==> src/rtl/pulse_conditioner_if.sv <==
// rtl/pulse_conditioner_if.sv - control, pin and status bundle for the pulse conditioner
// The master side drives pins and controls; the slave side (the conditioner) returns level, strobe and status.
interface pulse_conditioner_if #(
   parameter int NUM_INPUTS  = 12,
   parameter int COUNT_WIDTH = 32
);
   logic                   enable;
   logic                   clear_glitch;
   logic [NUM_INPUTS-1:0]  pulse_in;
   logic [NUM_INPUTS-1:0]  level_out;
   logic [NUM_INPUTS-1:0]  pulse_out;
   logic [NUM_INPUTS-1:0]  glitch;
   logic [COUNT_WIDTH-1:0] event_count;

   modport master (
      output enable, clear_glitch, pulse_in,
      input  level_out, pulse_out, glitch, event_count
   );

   modport slave (
      input  enable, clear_glitch, pulse_in,
      output level_out, pulse_out, glitch, event_count
   );
endinterface

==> src/rtl/pulse_conditioner.sv <==
// rtl/pulse_conditioner.sv - per-channel pin synchroniser, width filter and dead-time enforcer
// Each channel emits a clean level and a one-cycle accept strobe; strobes feed a global event counter.
module pulse_conditioner #(
   parameter int NUM_INPUTS  = 12,
   parameter int SYNC_STAGES = 2,
   parameter int MIN_WIDTH   = 4,
   parameter int HOLDOFF     = 8,
   parameter int COUNT_WIDTH = 32
) (
   input  logic          clk,
   input  logic          reset_n,
   pulse_conditioner_if.slave bus
);

   localparam int MAXC = (MIN_WIDTH > HOLDOFF) ? MIN_WIDTH : HOLDOFF;
   localparam int CW   = (MAXC < 2) ? 1 : $clog2(MAXC);
   localparam logic [CW-1:0] MW_LAST = CW'(MIN_WIDTH - 1);
   localparam logic [CW-1:0] HO_LAST = CW'((HOLDOFF > 0) ? HOLDOFF - 1 : 0);

   typedef enum logic [1:0] {
      S_IDLE,
      S_QUALIFY,
      S_ACTIVE,
      S_HOLDOFF
   } state_t;

   logic [NUM_INPUTS-1:0]  r_sync [SYNC_STAGES];
   logic [NUM_INPUTS-1:0]  w_s;
   state_t                 r_state [NUM_INPUTS];
   logic [CW-1:0]          r_cnt [NUM_INPUTS];
   logic [NUM_INPUTS-1:0]  r_level;
   logic [NUM_INPUTS-1:0]  r_pulse;
   logic [NUM_INPUTS-1:0]  r_glitch;
   logic [COUNT_WIDTH-1:0] r_count;

   assign w_s             = r_sync[SYNC_STAGES-1];
   assign bus.level_out   = r_level;
   assign bus.pulse_out   = r_pulse;
   assign bus.glitch      = r_glitch;
   assign bus.event_count = r_count;

   // Synchronisers keep running regardless of enable so re-enable sees the true pin level.
   always_ff @(posedge clk or negedge reset_n) begin
      if (!reset_n) begin
         for (int k = 0; k < SYNC_STAGES; k++) r_sync[k] <= '0;
      end else begin
         r_sync[0] <= bus.pulse_in;
         for (int k = 1; k < SYNC_STAGES; k++) r_sync[k] <= r_sync[k-1];
      end
   end

   always_ff @(posedge clk or negedge reset_n) begin
      if (!reset_n) begin
         for (int i = 0; i < NUM_INPUTS; i++) begin
            r_state[i] <= S_IDLE;
            r_cnt[i]   <= '0;
         end
         r_level  <= '0;
         r_pulse  <= '0;
         r_glitch <= '0;
      end else begin
         for (int i = 0; i < NUM_INPUTS; i++) begin
            r_pulse[i] <= 1'b0;
            // A glitch set later in this iteration overrides the clear.
            if (bus.clear_glitch) r_glitch[i] <= 1'b0;
            if (!bus.enable) begin
               r_state[i] <= S_IDLE;
               r_cnt[i]   <= '0;
               r_level[i] <= 1'b0;
            end else begin
               case (r_state[i])
                  S_IDLE: begin
                     if (w_s[i]) begin
                        if (MIN_WIDTH == 1) begin
                           r_state[i] <= S_ACTIVE;
                           r_level[i] <= 1'b1;
                           r_pulse[i] <= 1'b1;
                        end else begin
                           r_state[i] <= S_QUALIFY;
                           r_cnt[i]   <= CW'(1);
                        end
                     end
                  end
                  S_QUALIFY: begin
                     if (!w_s[i]) begin
                        r_state[i]  <= S_IDLE;
                        r_cnt[i]    <= '0;
                        r_glitch[i] <= 1'b1;
                     end else if (r_cnt[i] == MW_LAST) begin
                        r_state[i] <= S_ACTIVE;
                        r_level[i] <= 1'b1;
                        r_pulse[i] <= 1'b1;
                     end else begin
                        r_cnt[i] <= r_cnt[i] + 1'b1;
                     end
                  end
                  S_ACTIVE: begin
                     if (!w_s[i]) begin
                        r_level[i] <= 1'b0;
                        r_cnt[i]   <= '0;
                        r_state[i] <= (HOLDOFF == 0) ? S_IDLE : S_HOLDOFF;
                     end
                  end
                  S_HOLDOFF: begin
                     if (r_cnt[i] == HO_LAST) begin
                        r_state[i] <= S_IDLE;
                        r_cnt[i]   <= '0;
                     end else begin
                        r_cnt[i] <= r_cnt[i] + 1'b1;
                     end
                  end
                  default: begin
                     r_state[i] <= S_IDLE;
                     r_cnt[i]   <= '0;
                  end
               endcase
            end
         end
      end
   end

   always_ff @(posedge clk or negedge reset_n) begin
      if (!reset_n) begin
         r_count <= '0;
      end else begin
         r_count <= r_count + COUNT_WIDTH'($countones(r_pulse));
      end
   end

endmodule
==> src/flat_wrapper.sv <==
// flat-port wrapper written by rule: the top's interface ports become plain ports
module pulse_conditioner_flat 
#(
   parameter int NUM_INPUTS  = 12,
   parameter int SYNC_STAGES = 2,
   parameter int MIN_WIDTH   = 4,
   parameter int HOLDOFF     = 8,
   parameter int COUNT_WIDTH = 32
)
  (clk, reset_n, bus_enable, bus_clear_glitch, bus_pulse_in, bus_level_out, bus_pulse_out, bus_glitch, bus_event_count);
  pulse_conditioner_if #(.NUM_INPUTS(NUM_INPUTS), .COUNT_WIDTH(COUNT_WIDTH)) bus_i ();
  input  logic clk;
  input  logic reset_n;
  input wire logic [$bits(bus_i.enable)-1:0] bus_enable;
  input wire logic [$bits(bus_i.clear_glitch)-1:0] bus_clear_glitch;
  input wire logic [$bits(bus_i.pulse_in)-1:0] bus_pulse_in;
  output wire logic [$bits(bus_i.level_out)-1:0] bus_level_out;
  output wire logic [$bits(bus_i.pulse_out)-1:0] bus_pulse_out;
  output wire logic [$bits(bus_i.glitch)-1:0] bus_glitch;
  output wire logic [$bits(bus_i.event_count)-1:0] bus_event_count;
  assign bus_i.enable = bus_enable;
  assign bus_i.clear_glitch = bus_clear_glitch;
  assign bus_i.pulse_in = bus_pulse_in;
  assign bus_level_out = bus_i.level_out;
  assign bus_pulse_out = bus_i.pulse_out;
  assign bus_glitch = bus_i.glitch;
  assign bus_event_count = bus_i.event_count;
  pulse_conditioner #(.NUM_INPUTS(NUM_INPUTS), .SYNC_STAGES(SYNC_STAGES), .MIN_WIDTH(MIN_WIDTH), .HOLDOFF(HOLDOFF), .COUNT_WIDTH(COUNT_WIDTH)) u_core (.clk(clk), .reset_n(reset_n), .bus(bus_i));
endmodule
==> config.mk <==
export PLATFORM = sky130hd
export DESIGN_NAME = pulse_conditioner_flat
export DESIGN_NICKNAME = d
export VERILOG_FILES = /design/src/rtl/pulse_conditioner_if.sv /design/src/rtl/pulse_conditioner.sv /design/src/flat_wrapper.sv
export SDC_FILE = /design/constraint.sdc
export NUM_CORES = 1
export LEC_CHECK = 0
export ABC_AREA = 1
export CAP_MARGIN = 25
export CORE_MARGIN = 2
export CORE_UTILIZATION = 60
export CTS_BUF_LIST = sky130_fd_sc_hd__clkbuf_2
export DETAILED_ROUTE_END_ITERATION = 7
export GPL_TIMING_DRIVEN = 0
export PLACE_DENSITY = 0.92
export REMOVE_ABC_BUFFERS = 1
export SYNTH_ARGS = -nofsm -noshare
export SYNTH_HDL_FRONTEND = slang
export SYNTH_SLANG_ARGS = --single-unit
==> constraint.sdc <==
create_clock -name clk -period 6.4 [get_ports clk]
set_input_delay 1.28 -clock clk [delete_from_list [all_inputs] [get_ports clk]]
set_output_delay 1.28 -clock clk [all_outputs]
set_load 0.01 [all_outputs]
==> reports/summary.txt, run 1 <==
total chip power: 0.002343 W
setup TNS: 0 ns
Inserted Diodes: 0
clock sinks: 152
Max Clock Freq: 258.6 MHz
most common cell after layout, fill and taps aside: nand2_1
final design utilization: 71.38%
Post-DRT Antenna Nets: 0
via/cell ratio: 5.420
Starting DRT DRC Count: 521
Max-Slew Margin vs Limit: 49.95%
Seq/Total Area, Yosys: 46.86%
Leak: 4.870 nW
post-DP HPWL: 12550 um
power density over cell area: 247.9 mW/mm^2
height of the die: 120.3 um
top cells by area, synth: dfrtp_1 47%, nand2_1 14%, ha_1 7.4%
Sw Ratio: 31.63%
Worst-Margin Slew: 0.7508 ns
Nets: 1160
FF-to-FF Start: u_core.bus.pulse_out[0]
initial antenna violation count: 0
worst setup path startpoint: u_core.bus.pulse_out[0]
area of the core: 0.01324 mm^2
fin. max-slew vios: 0
count of yosys warnings during synthesis: 0
Worst-path clk slew: 0.21 ns
startpoint types: flip-flop
post-place setup slack: 2.547 ns
Clk network pwr share: 30.7%
setup ws final: 2.533 ns
Wirelength per Cell: 13.67 um
layout cells sized above 1: 3.461%
first-pass GRT wire length: 29120 um
DRC Markers: 0
row cnt: 42
Initial DRT Pass Iterations: 7
Post-CTS Setup Inserts: 0
Clock Skews: 0.02230 ns
crit-path max FO: 7
Initial Util: 61.30%
CTS tree: done
pin count of the biggest net entering global routing: 104
vias in the first global route: 6478
post-synth design cell area: 0.008118 mm^2
hold wc startpoint: u_core.r_sync[23]
Seq pwr share: 49.4%
clk buf depth: 2
crit end category: flip-flop
Synth top area share: 46.86%
Data arrival, critical path: 4.54 ns
Resized cells post-CTS: 0
later-pin clock latency in the skew report: 0.76 ns
GRT Total Usage: 25.46%
Final Hold Violating Endpoints: 0
Internal: 0.001602 W
VDD IR max: 0.0001454 V
Worst Hold Margin: 0.3663 ns
Hold Path End: u_core.w_s[11]
area added between synthesis and finish: 16.45%
final wirelength: 17410 um
crit share post-route: 60.42%
Cell variety after synth: 31
worst min path class: flip-flop to flip-flop
RSZ-0062 raised after global routing: no
Max-cap violations: 0
FF-to-FF End: u_core.bus.event_count[11]
CTS Buf Count: 17
critical path class: flip-flop to flip-flop
Comb pwr share: 19.9%
PortBufs: 83
H-tree levels: 4
Worst R2R Setup Slack: 2.53 ns
EDFF count, synth: 0
outcome: completed
#FFs+latches synth: 152
hold buffer count at CTS: 0
top cell type by total area after synthesis: dfrtp_1
most frequent cells in the layout: 300 x nand2_1, 152 x dfrtp_1, 130 x inv_1
global placer's final weighted congestion: 0.9150
Tmin final: 3.867 ns
ys flop type: dfrtp_1
DIE WIDTH: 120.3 um
IO Pins: 84
vias: 6905
DIE AREA: 0.01448 mm^2
asr flop ratio synth: 100.0%
Post-Synthesis Cells: 1001
syn_area_per_cell: 8.110 um^2
endpoints failing setup: 0
hold path cells: 0
data required time of the worst path: 7.07 ns
root cell of the clock tree: clkbuf_2
reg2reg path depth: 16
Sw Pwr: 0.0007410 W
total gr overflow: 0
[area by class of cell]
type,instances,area (um^2)
Sequential cell,152,3804
Clock buffer,18,90.09
Fill cell,1029,3790
Tap cell,176,220.2
Inverter,131,491.7
Multi-Input combinational cell,699,3721
Clock inverter,13,251.5
Timing Repair Buffer,85,874.6
[power by group through the flow]
stage	clock network [W]	logic (W)	registers (W)
2_1_floorplan	0	0.000302	0.00116
6_report	0.000719	0.000467	0.00116
5_1_grt	0.000770	0.000541	0.00117
4_1_cts	0.000729	0.000467	0.00115
3_5_place_dp	0	0.000464	0.00117
3_3_place_gp	0	0.000437	0.00116
[per-stage QoR]
stage,cells,cell area [um^2]
floorplan,982,8016
global placement,1241,9067
detailed placement,1243,9111
CTS,1274,9453
global route,1274,9453
finish,1274,9453
[registers in the layout (all words and copies together), names as in the netlist]
name,count
u_core.bus.pulse_out,12
u_core.bus.level_out,12
u_core.r_cnt,36
u_core.bus.glitch,12
u_core.r_sync,12
u_core.r_state,24
u_core.w_s,12
u_core.bus.event_count,32
[worst max path at each step]
stage,endpoint,slack (ns),cells past startpoint
after global placement,u_core.r_cnt[18],-1.95,1
after detailed placement,u_core.bus.event_count[11],2.55,16
after CTS,u_core.bus.event_count[11],2.53,16
after global routing,u_core.bus.event_count[11],2.29,16
after floorplan,u_core.bus.event_count[19],2.88,16
final,u_core.bus.event_count[11],2.53,16
[metal layers]
| metal | up-vias | track usage (%) | share of wire [%] |
|---|---|---|---|
| met1 | 3262 | 32.09 | 43 |
| met2 | 229 | 42.68 | 49 |
| met4 | 0 | 10.17 | 2.2 |
| li1 | 3378 | - | - |
| met3 | 36 | 5.943 | 5.9 |
| met5 | - | 0 | 0 |
[cells in the mapped netlist, drive strengths merged, types with 5 or more instances]
cell      n
nand2   300
dfrtp   152
inv     131
nor2    106
nand3    72
o21ai    52
ha       48
nand3b   20
nand4    17
a21oi    15
buf      14
nor3     11
fa       10
o31ai     9
xor2      8
xnor2     6
a32o      5
clkbuf    5
[logic make-up (layout without fill, tap and decap cells)]
family                     count (synthesis)  count (layout)  share of synthesized area, %
adders and majority gates                 58              58                         9.864
DFF                                      152             152                         46.86
and+or+nand+nor                          530             530                         27.36
buffers and inverters                    150             247                         7.306
xor gates and xnor gates                  14              14                         1.511
AOI/OAI and AO/OA                         97              97                         7.105
[critical path, cell delays in order (launching register included)]
cell,delay (ns)
dfrtp_1,0.48
ha_1,0.31
inv_1,0.05
fa_1,0.52
inv_1,0.05
fa_1,0.40
inv_1,0.08
fa_1,0.41
inv_1,0.08
ha_1,0.23
fa_1,0.23
nand2_1,0.07
nand2_1,0.10
nand2_1,0.10
nor2_1,0.37
nand2_1,0.14
xnor2_1,0.15
Power figures use the tool's default switching activity.
==> inputs of run 2 (changes only) <==
CORE_UTILIZATION = 53   (was 60)
PLACE_DENSITY = 0.86   (was 0.92)
clock period = 3.1 ns   (was 6.4 ns; I/O delays follow)
==> run 2 against run 1 <==
- the flow now finishes with violations (setup timing)
- maximum frequency grew 9.7%
- first-iteration DRC count shrank 16%
- sequential share of layout area shrank 1.4 points
- non-clock buffer count grew 14
- die area grew 13%
- utilization shrank 6.4 points
- critical path type unchanged
==> reports/summary.txt, run 2 (same netlist as run 1, synthesis figures left out) <==
outcome: finished, violations left
failing checks: setup timing
Clk network pwr share: 31.0%
Max-cap violations: 0
Starting DRT DRC Count: 436
vias: 6829
Data arrival, critical path: 4.18 ns
Nets: 1175
Initial DRT Pass Iterations: 5
Tmin final: 3.525 ns
initial antenna violation count: 1
met2 Use GR: 38.19%
clk buf depth: 2
area of the multi-input gates: 0.003919 mm^2
Initial Util: 53.80%
crit-path max FO: 3
Max-Slew Margin vs Limit: 53.44%
FF-to-FF Start: u_core.bus.pulse_out[6]
root cell of the clock tree: clkbuf_2
Max Clock Freq: 283.6 MHz
via/cell ratio: 5.241
area of the core: 0.01509 mm^2
final wirelength: 17280 um
worst min path class: input port to flip-flop
crit end category: flip-flop
vias in the first global route: 6505
Internal: 0.003323 W
DIE AREA: 0.01632 mm^2
row cnt: 45
fin area: 0.009798 mm^2
hold wc startpoint: bus_pulse_in[3]
power density over cell area: 494.8 mW/mm^2
crit share post-route: 113.7%
data required time of the worst path: 3.75 ns
Final Hold Violating Endpoints: 0
max reg flops: 36
Sw Ratio: 31.45%
CTS Buf Count: 17
endpoints failing setup: 29
Worst-Margin Slew: 0.6984 ns
worst setup path startpoint: u_core.bus.pulse_out[6]
Comb pwr share: 19.9%
layout cells sized above 1: 8.259%
height of the die: 127.8 um
startpoint types: flip-flop
fin. max-slew vios: 0
Post-DRT Antenna Nets: 0
Wirelength per Cell: 13.26 um
setup TNS: -7.551 ns
most frequent cells in the layout: 284 x nand2_1, 152 x dfrtp_1, 124 x inv_1
setup ws final: -0.4255 ns
Leak: 4.986 nW
GRT Total Usage: 22.64%
Clock Skews: 0.01924 ns
Seq. cell area: 0.003804 mm^2
Seq pwr share: 49.1%
DP Area: 0.009126 mm^2
post-DP HPWL: 12020 um
pin count of the biggest net entering global routing: 93
total gr overflow: 0
Largest Register: u_core.r_cnt
DRC Markers: 0
Worst-path clk slew: 0.22 ns
later-pin clock latency in the skew report: 0.72 ns
Sw Pwr: 0.001525 W
DIE WIDTH: 127.8 um
VDD IR max: 0.0003160 V
first-pass GRT wire length: 29680 um
M1 GR Usage: 29.32%
RSZ-0062 raised after global routing: yes
IO Pins: 84
area added between synthesis and finish: 20.70%
Most Crowded Layer GR: met2
most common cell after layout, fill and taps aside: nand2_1
H-tree levels: 4
Fillers: 1193
global placer's final weighted congestion: 0.8876
clock sinks: 152
M3 GR Usage: 4.925%
critical path class: flip-flop to flip-flop
PortBufs: 83
CTS tree: done
==> run 2: cell types whose count changed in the layout (fill, tap and decap cells not counted), sizes merged <==
| cell | delta |
|---|---|
| buf | +13 |
| clkbuf | -1 |
| clkinv | -2 |
| clkinvlp | +1 |
| diode | +1 |
| dlygate4sd3 | +1 |
| inv | +3 |
| nand2 | +1 |
==> run 2: worst max-delay path: stages, from the launching register on <==
cell      delay, ns
dfrtp_1        0.41
ha_2           0.17
inv_1          0.05
fa_1           0.53
inv_2          0.04
fa_1           0.52
inv_2          0.05
fa_1           0.55
inv_2          0.05
ha_4           0.15
fa_2           0.35
nand2_2        0.07
nand2_2        0.07
nand3b_1       0.22
inv_1          0.10
nand3b_1       0.09
nand2_1        0.05
==> run 2: path summary, 6_finish.rpt <==
check                                              to  slack (ns)  cells after the start
setup / recovery           u_core.bus.event_count[23]       -0.43                     16
hold / removal                      u_core.r_sync[15]        0.30                      1
setup reg to reg           u_core.bus.event_count[23]       -0.43                     16
hold reg to reg                         u_core.w_s[9]        0.38                      0
max in group asynchronous            u_core.r_cnt[24]        1.87                      3
min in group asynchronous  u_core.bus.event_count[24]        0.40                      2
==> run 2: power by group through the flow <==
| stage | logic (W) | registers, W | clock network (W) |
|---|---|---|---|
| detailed placement | 0.000944 | 0.00241 | 0 |
| global route | 0.00112 | 0.00241 | 0.00162 |
| global placement | 0.000901 | 0.00241 | 0 |
| CTS | 0.000958 | 0.00238 | 0.00153 |
| finish | 0.000962 | 0.00238 | 0.00150 |
| floorplan | 0.000624 | 0.00239 | 0 |
==> run 2: layout make-up <==
cell class                      count  share of cell area, %
Clock inverter                     15                  2.771
Multi-Input combinational cell    700                  39.99
Inverter                          131                  5.019
Tap cell                          188                  2.401
Clock buffer                       17                 0.8683
Timing Repair Buffer               99                  10.10
Antenna cell                        1                0.02554
Sequential cell                   152                  38.82
==> run 2: what timing repair did <==
item	CTS	global route
setup endpoints to repair	29	30
hold buffers	1	0
gates cloned	1	0
pin swaps	24	21
hold endpoints to repair	60	0
buffers inserted	12	2
resized for setup	37	19
==> run 2: layer usage <==
metal / part of all wire, % / up-vias
li1: - / 3413
met1: 44 / 3208
met2: 49 / 183
met3: 5.8 / 25
met4: 1.5 / 0
met5: 0 / -
==> run 2: through the flow <==
stage	total power (W)	std cells	utilization [%]	hold WS, ns	setup WS, ns
after floorplan	0.003009	982	-	0.3244	-0.4225
after global placement	0.003312	1253	60.19	0.3315	-4.681
after detailed placement	0.003356	1255	60.48	0.3373	-0.7161
after CTS	0.004870	1301	64.35	0.2472	-0.4153
after global routing	0.005163	1303	64.93	0.2336	-0.5789
final	0.004848	1303	64.93	0.3019	-0.4255
==> inputs of run 3 (changes only) <==
CORE_UTILIZATION = 52   (was 53)
CTS_BUF_LIST = unset   (was sky130_fd_sc_hd__clkbuf_2)
CTS_CLUSTER_SIZE = 20   (was unset)
PLACE_DENSITY = 0.85   (was 0.86)
SLEW_MARGIN = 5   (was unset)
==> run 3 against run 2 <==
- the run still ends with setup timing left
- maximum frequency about the same
- count of clock-buffer cells in the layout increased by 4
- cell count increased by 0.23%
- flip-flop and latch count unchanged
- sequential power about the same
- wire length increased by 8.4%
- largest power group unchanged
- register-to-register slack about the same
- largest cell class unchanged
==> reports/summary.txt, run 3 (same netlist as run 1, synthesis figures left out) <==
PortBufs: 83
Worst-path clk slew: 0.06 ns
root cell of the clock tree: clkbuf_16
GRT Total Usage: 23.35%
crit end category: flip-flop
RSZ-0062 raised after global routing: yes
vias: 7039
Leak: 5.168 nW
Clk network pwr share: 39.0%
CTS tree: done
Post-DRT Antenna Nets: 0
post-DP HPWL: 11920 um
final wirelength: 18730 um
pin count of the biggest net entering global routing: 119
Worst-Margin Slew: 0.7281 ns
setup TNS: -9.303 ns
endpoints failing setup: 29
vias in the first global route: 6624
DIE AREA: 0.01663 mm^2
post-place setup slack: -0.7215 ns
clk buf depth: 2
layout cells sized above 1: 9.034%
worst min path class: input port to asynchronous set/reset pin
Initial DRT Pass Iterations: 6
later-pin clock latency in the skew report: 0.42 ns
initial antenna violation count: 0
Inserted Diodes: 0
failing checks: setup timing
area added between synthesis and finish: 24.75%
most frequent cells in the layout: 285 x nand2_1, 152 x dfrtp_1, 122 x inv_1
Sw Pwr: 0.001645 W
Max Clock Freq: 283.6 MHz
Starting DRT DRC Count: 586
Max-Slew Margin vs Limit: 51.39%
most common cell after layout, fill and taps aside: nand2_1
Internal: 0.003874 W
via/cell ratio: 5.390
VDD IR max: 0.0003701 V
H-tree levels: 4
outcome: finished, violations left
DIE WIDTH: 128.9 um
Final Hold Violating Endpoints: 0
Clock Skews: 0.007903 ns
Largest Register: u_core.r_cnt
Data arrival, critical path: 3.87 ns
DRC Markers: 0
max reg flops: 36
Wirelength per Cell: 14.34 um
Sw Ratio: 29.81%
startpoint types: flip-flop
height of the die: 128.9 um
data required time of the worst path: 3.45 ns
crit share post-route: 113.8%
total gr overflow: 0
Comb pwr share: 17.7%
Fillers: 1155
Seq pwr share: 43.4%
IO Pins: 84
critical path class: flip-flop to flip-flop
power density over cell area: 545.0 mW/mm^2
row cnt: 45
Nets: 1179
clock sinks: 152
area of the core: 0.01520 mm^2
total chip power: 0.005519 W
crit-path max FO: 3
global placer's final weighted congestion: 0.8786
first-pass GRT wire length: 30830 um
Initial Util: 53.40%
setup ws final: -0.4266 ns
CTS Buf Count: 17
fin. max-slew vios: 0
Max-cap violations: 0
Tmin final: 3.527 ns
-- run 3: changes by cell type in the layout (fill, tap and decap cells not counted), moves of 3 or more --
cell / previous run / this run
nand2_2: 11 / 8
clkbuf_2: 17 / 0
inv_6: 3 / 0
bufinv_16: 7 / 3
clkbuf_16: 0 / 17
clkinv_2: 0 / 3
clkbuf_8: 0 / 3
-- run 3: per-stage QoR --
stage / instances / area (um^2) / hold slack [ns] / utilization (%)
3_3_place_gp: 1253 / 9082 / 0.3322 / 59.74
2_1_floorplan: 982 / 8016 / 0.3244 / -
6_report: 1306 / 10130 / 0.05803 / 66.62
3_5_place_dp: 1255 / 9130 / 0.3358 / 60.06
4_1_cts: 1301 / 9988 / 0.05820 / 65.70
5_1_grt: 1306 / 10130 / 0.07051 / 66.62
-- run 3: critical path, stage by stage (launching register included) --
cell and delay (ns):
dfrtp_1 0.36, ha_2 0.18, inv_2 0.04, fa_1 0.51, inv_2 0.04, fa_1 0.54
inv_2 0.04, fa_1 0.49, inv_1 0.05, ha_2 0.20, fa_2 0.36, nand2_2 0.07
nand2_2 0.08, nand3b_1 0.23, buf_4 0.17, xnor2_2 0.10
-- run 3: layer usage --
metal  part of all wire [%]  wire length (um)  up-vias  track usage, %
li1                       -                 -     3418               -
met1                     42              7916     3349           30.12
met2                     51              9509      248           39.78
met3                    5.3              1001       24           3.909
met4                    1.6               301        0           8.887
met5                      0                 0        -               0
-- run 3: timing repair --
item                       4_1_cts  5_1_grt
pin swaps                       21       28
setup endpoints to repair       29       30
setup buffers                   13        7
resized for setup               37       29
gates cloned                     1        0
hold buffers                     0        0
-- run 3: area by class of cell --
type / instances / area [um^2] / share of cell area, %
multi-input combinational: 700 / 3948 / 38.98
sequential: 152 / 3804 / 37.56
timing repair buffer: 103 / 1032 / 10.19
inverter: 131 / 491.7 / 4.855
clock buffer: 21 / 470.5 / 4.645
tap: 188 / 235.2 / 2.323
clock inverter: 11 / 146.4 / 1.446
-- run 3: path summary, 6_finish.rpt --
path / from / cells after the start / slack, ns / end
max in group asynchronous: reset_n / 2 / 2.16 / u_core.r_cnt[17]
max: u_core.bus.pulse_out[11] / 15 / -0.43 / u_core.bus.event_count[7]
min reg2reg: u_core.r_sync[13] / 0 / 0.35 / u_core.w_s[1]
max reg2reg: u_core.bus.pulse_out[11] / 15 / -0.43 / u_core.bus.event_count[7]
min: reset_n / 1 / 0.06 / u_core.r_state[7]
min in group clk: u_core.r_sync[13] / 0 / 0.35 / u_core.w_s[1]
-- run 3: power groups by stage --
stage | sequential [W] | clock (W) | combinational [W]
finish | 0.00239 | 0.00215 | 0.000974
floorplan | 0.00239 | 0 | 0.000624
global route | 0.00242 | 0.00228 | 0.00112
global placement | 0.00241 | 0 | 0.000903
detailed placement | 0.00241 | 0 | 0.000942
CTS | 0.00239 | 0.00218 | 0.000968
